`src/rtl/multi_cycle_ctrl.sv`:
```
// multi_cycle_ctrl
//   Control FSM for a multi-cycle MIPS datapath. One instruction at a time is
//   walked through FETCH -> DECODE -> EXEC -> MEM -> WB. Each instruction skips
//   the phases it does not need. The FSM drives the PC, IR, register-file, ALU
//   and memory strobes and selects. Instruction and data accesses share one
//   memory port. That port uses a req/ready handshake, and any number of wait
//   states may occur.
//
// Parameters
//   CNT_W      width of the retired-instruction counter
// Ports
//   clk        rising-edge clock
//   reset_n    asynchronous active-low reset
//   command    5-bit command class from the op/func decoder:
//              0 nop, 1 add, 2 sub, 3 ori, 4 lw, 5 sw, 6 beq, 7 jal,
//              8 jr, 9 lui; values 10-31 behave as nop
//   zero       ALU equality flag, meaningful in EXEC
//   mem_ready  memory completes the current access this cycle
//   mem_req    memory access request (fetch or data)
//   mem_we     write qualifier for mem_req (sw only)
//   ir_we      load instruction register
//   pc_we      load PC
//   pc_sel     0 PC+4, 1 branch target, 2 jump target, 3 register rs
//   reg_we     register file write
//   reg_dst    0 rt, 1 rd, 2 $31
//   wd_sel     0 ALU result, 1 memory data, 2 PC (link)
//   alu_op     0 add, 1 sub, 2 or, 3 lui
//   alu_src    0 register rt, 1 immediate
//   ext_op     0 zero-extend, 1 sign-extend
//   state      0 FETCH, 1 DECODE, 2 EXEC, 3 MEM, 4 WB
//   instr_cnt  retired instruction count (wraps silently)
module multi_cycle_ctrl #(
  parameter int CNT_W = 32
) (
  input  logic             clk,
  input  logic             reset_n,
  input  logic [4:0]       command,
  input  logic             zero,
  input  logic             mem_ready,
  output logic             mem_req,
  output logic             mem_we,
  output logic             ir_we,
  output logic             pc_we,
  output logic [1:0]       pc_sel,
  output logic             reg_we,
  output logic [1:0]       reg_dst,
  output logic [1:0]       wd_sel,
  output logic [2:0]       alu_op,
  output logic             alu_src,
  output logic             ext_op,
  output logic [2:0]       state,
  output logic [CNT_W-1:0] instr_cnt
);

  typedef enum logic [2:0] {
    S_FETCH  = 3'd0,
    S_DECODE = 3'd1,
    S_EXEC   = 3'd2,
    S_MEM    = 3'd3,
    S_WB     = 3'd4
  } state_e;

  typedef enum logic [3:0] {
    C_NOP = 4'd0, C_ADD = 4'd1, C_SUB = 4'd2, C_ORI = 4'd3, C_LW  = 4'd4,
    C_SW  = 4'd5, C_BEQ = 4'd6, C_JAL = 4'd7, C_JR  = 4'd8, C_LUI = 4'd9
  } cmd_e;

  state_e           state_q, state_d;
  cmd_e             cmd_q, cmd_d, cmd_in;
  logic [CNT_W-1:0] cnt_q, cnt_d;

  // Strobes before reset gating
  logic mem_req_c, mem_we_c, ir_we_c, pc_we_c, reg_we_c;

  // Unused command codes collapse to nop before they are latched
  always_comb begin
    cmd_in = C_NOP;
    if (command <= 5'd9) cmd_in = cmd_e'(command[3:0]);
  end

  always_ff @(posedge clk or negedge reset_n) begin
    if (!reset_n) begin
      state_q <= S_FETCH;
      cmd_q   <= C_NOP;
      cnt_q   <= '0;
    end else begin
      state_q <= state_d;
      cmd_q   <= cmd_d;
      cnt_q   <= cnt_d;
    end
  end

  always_comb begin
    state_d   = state_q;
    cmd_d     = cmd_q;
    mem_req_c = 1'b0;
    mem_we_c  = 1'b0;
    ir_we_c   = 1'b0;
    pc_we_c   = 1'b0;
    reg_we_c  = 1'b0;
    pc_sel    = 2'd0;
    reg_dst   = 2'd0;
    wd_sel    = 2'd0;
    alu_op    = 3'd0;
    alu_src   = 1'b0;
    ext_op    = 1'b0;

    // The ALU is set up from the latched command in every post-decode phase.
    // This keeps its operands stable across memory wait states and writeback.
    if (state_q == S_EXEC || state_q == S_MEM || state_q == S_WB) begin
      case (cmd_q)
        C_SUB, C_BEQ: alu_op = 3'd1;
        C_ORI: begin alu_op = 3'd2; alu_src = 1'b1; end
        C_LW, C_SW: begin alu_src = 1'b1; ext_op = 1'b1; end
        C_LUI: begin alu_op = 3'd3; alu_src = 1'b1; end
        default: ;
      endcase
    end

    case (state_q)
      S_FETCH: begin
        mem_req_c = 1'b1;
        if (mem_ready) begin
          ir_we_c = 1'b1;
          pc_we_c = 1'b1;
          state_d = S_DECODE;
        end
      end
      // Single-cycle instructions act on the live command, because cmd_q
      // only takes the new value at the end of this cycle.
      S_DECODE: begin
        cmd_d = cmd_in;
        case (cmd_in)
          C_NOP: state_d = S_FETCH;
          C_JAL: begin
            reg_we_c = 1'b1;
            reg_dst  = 2'd2;
            wd_sel   = 2'd2;
            pc_we_c  = 1'b1;
            pc_sel   = 2'd2;
            state_d  = S_FETCH;
          end
          C_JR: begin
            pc_we_c = 1'b1;
            pc_sel  = 2'd3;
            state_d = S_FETCH;
          end
          default: state_d = S_EXEC;
        endcase
      end
      S_EXEC: begin
        case (cmd_q)
          C_BEQ: begin
            pc_we_c = zero;
            pc_sel  = 2'd1;
            state_d = S_FETCH;
          end
          C_LW, C_SW:                 state_d = S_MEM;
          C_ADD, C_SUB, C_ORI, C_LUI: state_d = S_WB;
          default:                    state_d = S_FETCH;
        endcase
      end
      S_MEM: begin
        mem_req_c = 1'b1;
        mem_we_c  = (cmd_q == C_SW);
        if (mem_ready) state_d = (cmd_q == C_SW) ? S_FETCH : S_WB;
      end
      S_WB: begin
        reg_we_c = 1'b1;
        reg_dst  = (cmd_q == C_ADD || cmd_q == C_SUB) ? 2'd1 : 2'd0;
        wd_sel   = (cmd_q == C_LW) ? 2'd1 : 2'd0;
        state_d  = S_FETCH;
      end
      default: state_d = S_FETCH;
    endcase

    // An instruction retires whenever control returns to FETCH
    cnt_d = cnt_q;
    if (state_q != S_FETCH && state_d == S_FETCH) cnt_d = cnt_q + CNT_W'(1);
  end

  // While reset is asserted the strobes are gated off. FETCH would otherwise
  // raise mem_req, and a high mem_ready would fire ir_we/pc_we.
  assign mem_req   = mem_req_c & reset_n;
  assign mem_we    = mem_we_c  & reset_n;
  assign ir_we     = ir_we_c   & reset_n;
  assign pc_we     = pc_we_c   & reset_n;
  assign reg_we    = reg_we_c  & reset_n;
  assign state     = state_q;
  assign instr_cnt = cnt_q;

endmodule

```
`config.mk`:
```
export PLATFORM = sky130hd
export DESIGN_NAME = multi_cycle_ctrl
export DESIGN_NICKNAME = d
export VERILOG_FILES = /design/src/rtl/multi_cycle_ctrl.sv
export SDC_FILE = /design/constraint.sdc
export NUM_CORES = 1
export LEC_CHECK = 0
export BUFFER_PORTS_ARGS = -buffer_cell sky130_fd_sc_hd__buf_2
export CORE_ASPECT_RATIO = 0.9
export CORE_UTILIZATION = 47
export CTS_BUF_LIST = sky130_fd_sc_hd__clkbuf_8
export DETAILED_ROUTE_END_ITERATION = 12
export GPL_TIMING_DRIVEN = 0
export PLACE_DENSITY = 0.72
export SLEW_MARGIN = 15
export SYNTH_ARGS = -nofsm -noshare
export SYNTH_HDL_FRONTEND = slang
export SYNTH_SLANG_ARGS = --single-unit
```
`constraint.sdc`:
```
create_clock -name clk -period 2.25 [get_ports clk]
set_input_delay 0.225 -clock clk [delete_from_list [all_inputs] [get_ports clk]]
set_output_delay 0.225 -clock clk [all_outputs]
set_load 0.02 [all_outputs]
```
## Word-level counts from Yosys, hierarchy flattened

Index checks and enable logic that the tools add are counted.

- Add/subtract/negate cells: 1
- Multipliers: 0
- Div/mod/pow operators: 0
- $lt $le $gt $ge: 1
- Equal/unequal tests: 13
- Shift operators: 0
- Multiplexer cells: 30
- Bitwise operators: 5
- Reductions and logical operators: 15

Operators with widths:

| cell | count |
|---|---|
| adder 32 x 1 -> 32 bit, second input constant | 1 |
| equality test 4 x 3 -> 1 bit, second input constant | 4 |
| case mux 2 bit (2 select lines) | 4 |
| two-way mux 1 bit | 14 |
| case mux 3 bit (4 select lines) | 1 |
| two-way mux 3 bit | 3 |
| equality test 4 x 2 -> 1 bit, second input constant | 2 |
| equality test 4 bit, second input constant | 2 |
| OR reduction 2 bit | 4 |
| OR reduction 4 bit | 2 |
| equality test 3 x 2 -> 1 bit, second input constant | 2 |
| logical NOT 3 bit | 2 |
| two-way mux 2 bit | 3 |
| case mux 2 bit (3 select lines) | 1 |
| case mux 3 bit (2 select lines) | 1 |
| AND 1 bit | 5 |
| less-or-equal comparator 5 x 4 -> 1 bit, second input constant | 1 |
| equality test 4 x 1 -> 1 bit, second input constant | 1 |
| logical NOT 4 bit | 1 |
| two-way mux 4 bit | 1 |
| equality test 3 x 1 -> 1 bit, second input constant | 1 |
| equality test 3 bit, second input constant | 1 |
| logical OR 1 bit | 3 |
| case mux 1 bit (3 select lines) | 1 |
| other kinds (4) | 4 |

- Register bits: 39
- Bits in latches: 0
- Bits in writable memories: 0
- ROM bits: 0
- Input port bits: 9
- Output and inout bits: 51
- Logic and storage cells: 68
- Memories: 0

## Depth between registers and ports, before layout

Gate-level depths: netlist of run 1.

- Depth in word-level cells: 8
- Mapped depth: 8
- Depth with buffers taken out: 5

## Worst setup path before layout of run 1

No wires, ideal clock.

- Kind: register -> output
- Start: register state_q[0] (netlist: state[0])
- End: output reg_we
- Arrival: 2.235 ns
- Data required time: 2.025 ns
- Setup slack: -0.210 ns
- Stages on the path, launching flop included: 8
- Buffers on the path: 2
- Cell sequence: dfrtp_1 -> buf_2 -> or3b_1 -> buf_2 -> or2_2 -> nor2_1 -> a21oi_1 -> nor2b_1

- Longest elaborated chain between the ends: 3
- Elaborated cells on any way between the ends: 4
- Those cells by class: 2 x eq/ne; 1 x mux; 1 x bitwise

Ends and longest elaborated chain:

| element | line | source |
|---|---|---|
| start, declared | 68 | `state_e state_q, state_d;` |
| start signal, assigned | 87 | `state_q <= state_d;` |
| equality test 3 bit / equality test 3 x 1 -> 1 bit (equally long branches) | 120 | `case (state_q)` |
| case mux 1 bit (2 select lines) (*) | 120 |  |
| AND 1 bit (*) | 188 | `assign reg_we = reg_we_c & reset_n;` |
| end, declared | 45 | `output logic reg_we,` |

Every way passes the cells marked *; elsewhere a longest branch is shown, timed or not.

## Worst setup path after layout of run 1

- Start: register state_q[2] (netlist: state[2])
- End: output pc_we

- Longest elaborated chain between the ends: 3
- Elaborated cells on any way between the ends: 5
- Those cells by class: 2 x eq/ne; 1 x mux; 1 x bitwise; 1 x reduce/logical

Ends and longest elaborated chain:

| element | line | source |
|---|---|---|
| equality test 3 x 2 -> 1 bit, or another cell as far along | 120 |  |
| case mux 1 bit (3 select lines) (*) | 120 |  |
| AND 1 bit (*) | 187 | `assign pc_we = pc_we_c & reset_n;` |
| end, declared | 43 | `output logic pc_we,` |

Marks and branches as above.

==> flow_summary.json, run 1 <==
{
  "grt.busiest_layer": "met2",
  "drive_gt1_share_pct": 31.48,
  "worstSetupEndpoint": "pc_we",
  "drtAntennaViolNets": 0,
  "grt_use_met1_pct": 29.10,
  "met2_usage_pct": 33.15,
  "fmax_mhz": 387.4,
  "synth.avg_cell_area_sq_um": 9.584,
  "synth-compound-area-share_pct": 7.899,
  "rr_startpoint": "state[2]$_DFF_PN0_",
  "coreArea_sq_um": 4547,
  "timing.final.crit_period_ps": 2581,
  "rrSetupSlack_ps": 140,
  "cts_sinks": 39,
  "fin_ws_ps": -331.2,
  "final.setup_skew_ps": 9.226,
  "worstMarginPinSlew_ps": 879.2,
  "post-dp-hpwl_um": 3640,
  "htreeDepth": 2,
  "vias_per_cell": 5.395,
  "wl_um": 5022,
  "p_sw_mw": 0.7557,
  "critPathArrivalTime_ps": 2360,
  "drv_slew": 0,
  "fin_nets": 314,
  "antenna_cells": 0,
  "hold_viol_final": 0,
  "synthCells": 238,
  "min_period_over_period_pct": 114.7,
  "cp-startpoint": "state[2]$_DFF_PN0_",
  "synthSimpleGateAreaFrac_pct": 28.36,
  "cts_hold_buffers": 0,
  "switching_share_pct": 36.75,
  "die_x_um": 75.43,
  "antenna_found_initial": 0,
  "dr.pass1.iters": 5,
  "clock-root-buffer": "clkbuf_8",
  "start_util_pct": 50.17,
  "crit_required_ps": 2030,
  "syn-num-nets": 248,
  "synth_top_family_by_area": "simple AND/OR/NAND/NOR gates",
  "final.setup.tns_ps": -426.1,
  "critPathMaxFanout": 10,
  "synthMuxAreaShare_pct": 0.9325,
  "grt_pass1_wl_um": 8176,
  "drv_cap": 0,
  "async_flop_share_pct": 100.0,
  "p_int_mw": 1.301,
  "vdd_drop_max_mv": 0.5112,
  "io_pins": 60,
  "critical_path_class": "flop to output port",
  "grt_pass1_vias": 1773,
  "layout_common_cells": "60 x buf_2, 36 x dfrtp_1, 32 x xnor2_1, 25 x nand4_1, 16 x nand2_1",
  "place_ws_ps": -115.5,
  "hold_path_class": "input pin to async pin",
  "end_kind": "output port",
  "clock_latency_ps": 280,
  "grt_max_degree": 43,
  "gp_congestion": 0.7877,
  "netlist_area_sq_um": 2281,
  "met3_usage_pct": 4.860,
  "vias": 1980,
  "cts_buffers": 5,
  "slew-limit-headroom_pct": 41.39,
  "pwr-share-comb_pct": 34.4,
  "ys_seq_elements": 39,
  "dieArea_sq_um": 5136,
  "final_common_cell": "buf_2",
  "synth_ff_type": "dfrtp_1",
  "ys.warnings.count": 0,
  "area_delta_synth_final_pct": 22.65,
  "crit_path_start_kind": "flop",
  "rr_worst_depth": 6,
  "seq_area_frac_synth_pct": 42.79,
  "drtIter0Drc": 127,
  "rows": 23,
  "io_buffers": 58,
  "yosysUniqueCellTypes": 41,
  "wl_per_cell_um": 13.68,
  "seq_power_share_pct": 42.7,
  "die_y_um": 68.09,
  "timing.rr.end": "instr_cnt[1]$_DFFE_PN0P_",
  "grt_overflow": 0,
  "leakage_nw": 1.339,
  "clockBufferDepth": 2,
  "rsz0062_at_grt": "yes",
  "powerDensity_nw_per_um2": 735.0,
  "synth_adder_area_share_pct": 0.5485,
  "clockPowerShare_pct": 22.9,
  "outcome": "finished with violations",
  "drc": 0,
  "clkSlewWorstSetupHoldPaths_ps": 80,
  "grt_usage_pct": 20.88,
  "synthXorXnorAreaFrac_pct": 13.06,
  "cts_tree": "yes",
  "violations": "setup timing",
  "synth_edf_count": 0,
  "setup_viol": 3
}
## state kept, by name, summed over array words and instances, names as in the netlist
register and flops:
state 3, instr_cnt 32, cmd_q 4
## logic make-up after synthesis
| group | after synthesis |
|---|---|
| buf+inv | 24 |
| flops | 39 |
| fa+ha+maj | 1 |
| mux | 2 |
| other cells | 1 |
| simple gates | 113 |
| xor+xnor | 34 |
| compound gates | 24 |
## worst min-delay path by stage
stage	cells after the start	slack (ps)	endpoint	from
final	1	60	instr_cnt[21]$_DFFE_PN0P_	reset_n
after global routing	1	120	instr_cnt[24]$_DFFE_PN0P_	reset_n
after CTS	1	100	cmd_q[3]$_DFFE_PN0P_	reset_n
after detailed placement	1	410	instr_cnt[18]$_DFFE_PN0P_	reset_n
after global placement	1	400	instr_cnt[18]$_DFFE_PN0P_	reset_n
after floorplan	0	-70	cmd_q[0]$_DFFE_PN0P_	reset_n
## stage by stage
stage	hold slack (ps)	total power [mW]	util [%]	instances	cell area, sq um
after floorplan	-70.59	1.376	-	238	2311
after global placement	400.2	1.571	58.92	358	2679
after detailed placement	407.9	1.588	58.92	358	2679
after CTS	102.4	2.068	61.48	367	2795
after global routing	121.9	2.180	61.53	367	2798
final	58.83	2.056	61.53	367	2798
## cells in the mapped netlist, drive strengths merged (2+ instances only)
master	count	area share [%]
dfrtp	39	43
xnor2	32	12
nand4	25	6.9
nand2	16	2.6
nor2	16	2.6
and3	13	3.6
buf	13	4.4
nand3	10	2.2
and2	6	1.6
inv	6	0.99
o21ai	6	1.3
a21oi	5	1.3
clkbuf	5	0.82
nor3	4	0.88
a211oi	3	1.6
and4	3	1.2
nand3b	3	0.99
nand4b	3	1.2
nor2b	3	1.2
nor4	3	0.82
or3b	3	1.2
a211o	2	0.77
a31oi	2	0.55
nand2b	2	0.55
o22a	2	0.77
or2	2	0.55
xor2	2	0.77
## repair_timing
action,CTS,global route
pin swaps,0,0
setup endpoints to repair,4,5
hold endpoints to repair,0,0
buffers inserted,1,0
resized for setup,6,1
gates cloned,0,0
## critical path, stage by stage, from the launching register on
cell	delay, ps
dfrtp_2	410
buf_6	140
or3b_4	400
or4b_4	490
o22a_1	200
nor2b_4	130
a211oi_4	160
buf_6	140
## power groups by stage
stage               combinational (mW)  clock [mW]  sequential (mW)
floorplan                        0.424           0            0.952
global placement                 0.685           0            0.887
detailed placement               0.697           0            0.891
CTS                              0.710       0.481            0.877
global route                     0.778       0.514            0.889
finish                           0.707       0.470            0.879
## metal layers
layer  wire, um  share of wire (%)
met1       2365                 47
met2       2375                 47
met3        260                5.2
met4         20               0.40
met5          0                  0
## layout make-up
type	count	area [sq um]
buffer	18	126.4
clock buffer	6	82.58
timing repair buffer	59	309.0
sequential	39	979.7
fill	419	1749
multi-input combinational	175	1191
inverter	6	22.52
tap	62	77.57
clock inverter	2	8.758
No activity file was read; power rests on OpenSTA's default activity.
==> run 2: changes to the inputs <==
--- a/config.mk
+++ b/config.mk
@@ -11,7 +11,9 @@
 export CTS_BUF_LIST = sky130_fd_sc_hd__clkbuf_8
 export DETAILED_ROUTE_END_ITERATION = 12
 export GPL_TIMING_DRIVEN = 0
+export HOLD_SLACK_MARGIN = 0.12
 export PLACE_DENSITY = 0.72
+export SETUP_SLACK_MARGIN = 0.05
 export SLEW_MARGIN = 15
 export SYNTH_ARGS = -nofsm -noshare
 export SYNTH_HDL_FRONTEND = slang
==> constraint.sdc (replaced) <==
create_clock -name clk -period 2.84 [get_ports clk]
set_input_delay 0.284 -clock clk [delete_from_list [all_inputs] [get_ports clk]]
set_output_delay 0.284 -clock clk [all_outputs]
set_load 0.02 [all_outputs]
==> flow_summary.json, run 2 (synthesis gave the netlist of run 1 again) <==
{
  "cts_tree": "yes",
  "io_buffers": 58,
  "path_cells": "buf_6 > or3b_4 > or4b_4 > o22a_1 > nor2b_4 > a211oi_2 > buf_4",
  "dieArea_sq_um": 5136,
  "grt_usage_pct": 20.21,
  "clock-root-buffer": "clkbuf_8",
  "final.setup_skew_ps": 7.308,
  "gp_congestion": 0.7989,
  "fin_nets": 313,
  "place_ws_ps": 378.0,
  "crit_path_top_delay_cell": "or4b_4",
  "drv_cap": 0,
  "dr.pass1.iters": 4,
  "vias_per_cell": 5.432,
  "slew-limit-headroom_pct": 40.20,
  "vdd_drop_max_mv": 0.4088,
  "clock_latency_ps": 290,
  "slowest_delay_ps": 510,
  "end_kind": "output port",
  "crit_required_ps": 2560,
  "min_period_over_period_pct": 94.64,
  "worstMarginPinSlew_ps": 897.0,
  "critical_path_class": "flop to output port",
  "nFillCells": 443,
  "rows": 23,
  "postCtsSetupBuffers": 0,
  "drv_slew": 0,
  "post-dp-hpwl_um": 3503,
  "setup_viol": 0,
  "io_pins": 60,
  "grt_pass1_vias": 1713,
  "wl_um": 4841,
  "utilization_pct": 60.65,
  "drive_gt1_share_pct": 29.61,
  "hold_path_class": "input pin to async pin",
  "timing.final.crit_period_ps": 2688,
  "largest_register_ffs": 32,
  "drtIter0Drc": 103,
  "grt_overflow": 0,
  "rsz0062_at_grt": "no",
  "crit_path_start_kind": "flop",
  "vias": 1988,
  "fmax_mhz": 372.1,
  "critPathArrivalTime_ps": 2400,
  "clockBufferDepth": 2,
  "antenna_found_initial": 0,
  "wl_per_cell_um": 13.23,
  "grt_max_degree": 43,
  "drtAntennaViolNets": 0,
  "clkSlewWorstSetupHoldPaths_ps": 70,
  "leakage_nw": 1.336,
  "final.setup.tns_ps": 0,
  "hold_viol_final": 0,
  "drc": 0,
  "die_y_um": 68.09,
  "area_delta_synth_final_pct": 20.90,
  "final_common_cell": "buf_2",
  "cts_sinks": 39,
  "layout_common_cells": "63 x buf_2, 39 x dfrtp_1, 32 x xnor2_1, 25 x nand4_1",
  "coreArea_sq_um": 4547,
  "path_delay_family": "simple AND/OR/NAND/NOR gates",
  "cts_buffers": 5,
  "start_util_pct": 50.17,
  "critPathMaxFanout": 10,
  "fin_ws_ps": 152.3,
  "cp_num_buf_inv": 2,
  "die_x_um": 75.43,
  "outcome": "complete, no violations",
  "grt_pass1_wl_um": 7900,
  "antenna_cells": 0,
  "powerDensity_nw_per_um2": 594.5,
  "htreeDepth": 2
}
-- run 2: worst paths after layout --
path | start | endpoint | slack (ps) | cells past startpoint
min | reset_n | instr_cnt[18]$_DFFE_PN0P_ | 120 | 1
max reg2reg | state[2]$_DFF_PN0_ | instr_cnt[1]$_DFFE_PN0P_ | 710 | 6
min in group clk | command[1] | cmd_q[1]$_DFFE_PN0P_ | 290 | 3
max in group asynchronous | reset_n | instr_cnt[8]$_DFFE_PN0P_ | 2160 | 1
min reg2reg | instr_cnt[31]$_DFFE_PN0P_ | instr_cnt[31]$_DFFE_PN0P_ | 470 | 1
max | state[2]$_DFF_PN0_ | pc_we | 150 | 7
-- run 2: routing by layer --
| metal | track usage (%) | up-vias | wire length [um] |
|---|---|---|---|
| li1 | - | 976 | - |
| met1 | 29.30 | 966 | 2406 |
| met2 | 31.03 | 38 | 2200 |
| met4 | 4.167 | 0 | 31 |
| met3 | 4.418 | 8 | 203 |
| met5 | 0 | - | 0 |
-- run 2: cell type report --
type                       instances  area, sq um  share of cell area [%]
timing repair buffer              58        292.8                   10.62
tap                               62        77.57                   2.813
clock inverter                     1        3.754                  0.1361
inverter                           6        22.52                  0.8167
sequential                        39        975.9                   35.39
clock buffer                       7        96.34                   3.494
buffer                            18        120.1                   4.356
multi-input combinational        175         1169                   42.38
-- run 2: report_power, final --
part / internal, mW / switching (mW)
logic: 0.207 / 0.334
clock network: 0.218 / 0.188
registers: 0.619 / 0.0731
total: 1.04 / 0.595
-- run 2: timing repair --
item                                    CTS  global route
hold buffers                              0             0
endpoints found under the setup margin    0             1
endpoints found under the hold margin     0             0
gates resized for setup                   0             3
-- run 2: through the flow --
| step | instances | instance area, sq um | hold WS (ps) | power (mW) |
|---|---|---|---|---|
| after floorplan | 238 | 2281 | -11.59 | 1.077 |
| after global placement | 358 | 2649 | 458.8 | 1.231 |
| after detailed placement | 358 | 2649 | 465.2 | 1.238 |
| after CTS | 366 | 2749 | 153.5 | 1.647 |
| after global routing | 366 | 2758 | 194.9 | 1.734 |
| final | 366 | 2758 | 120.5 | 1.639 |
-- run 2: worst register-to-register path, stage by stage, from the launching register on --
cell and delay (ps):
dfrtp_1 410, buf_6 160, or3b_4 410, a211o_1 280, a22o_2 320, nand2_1 120, mux2_2 340
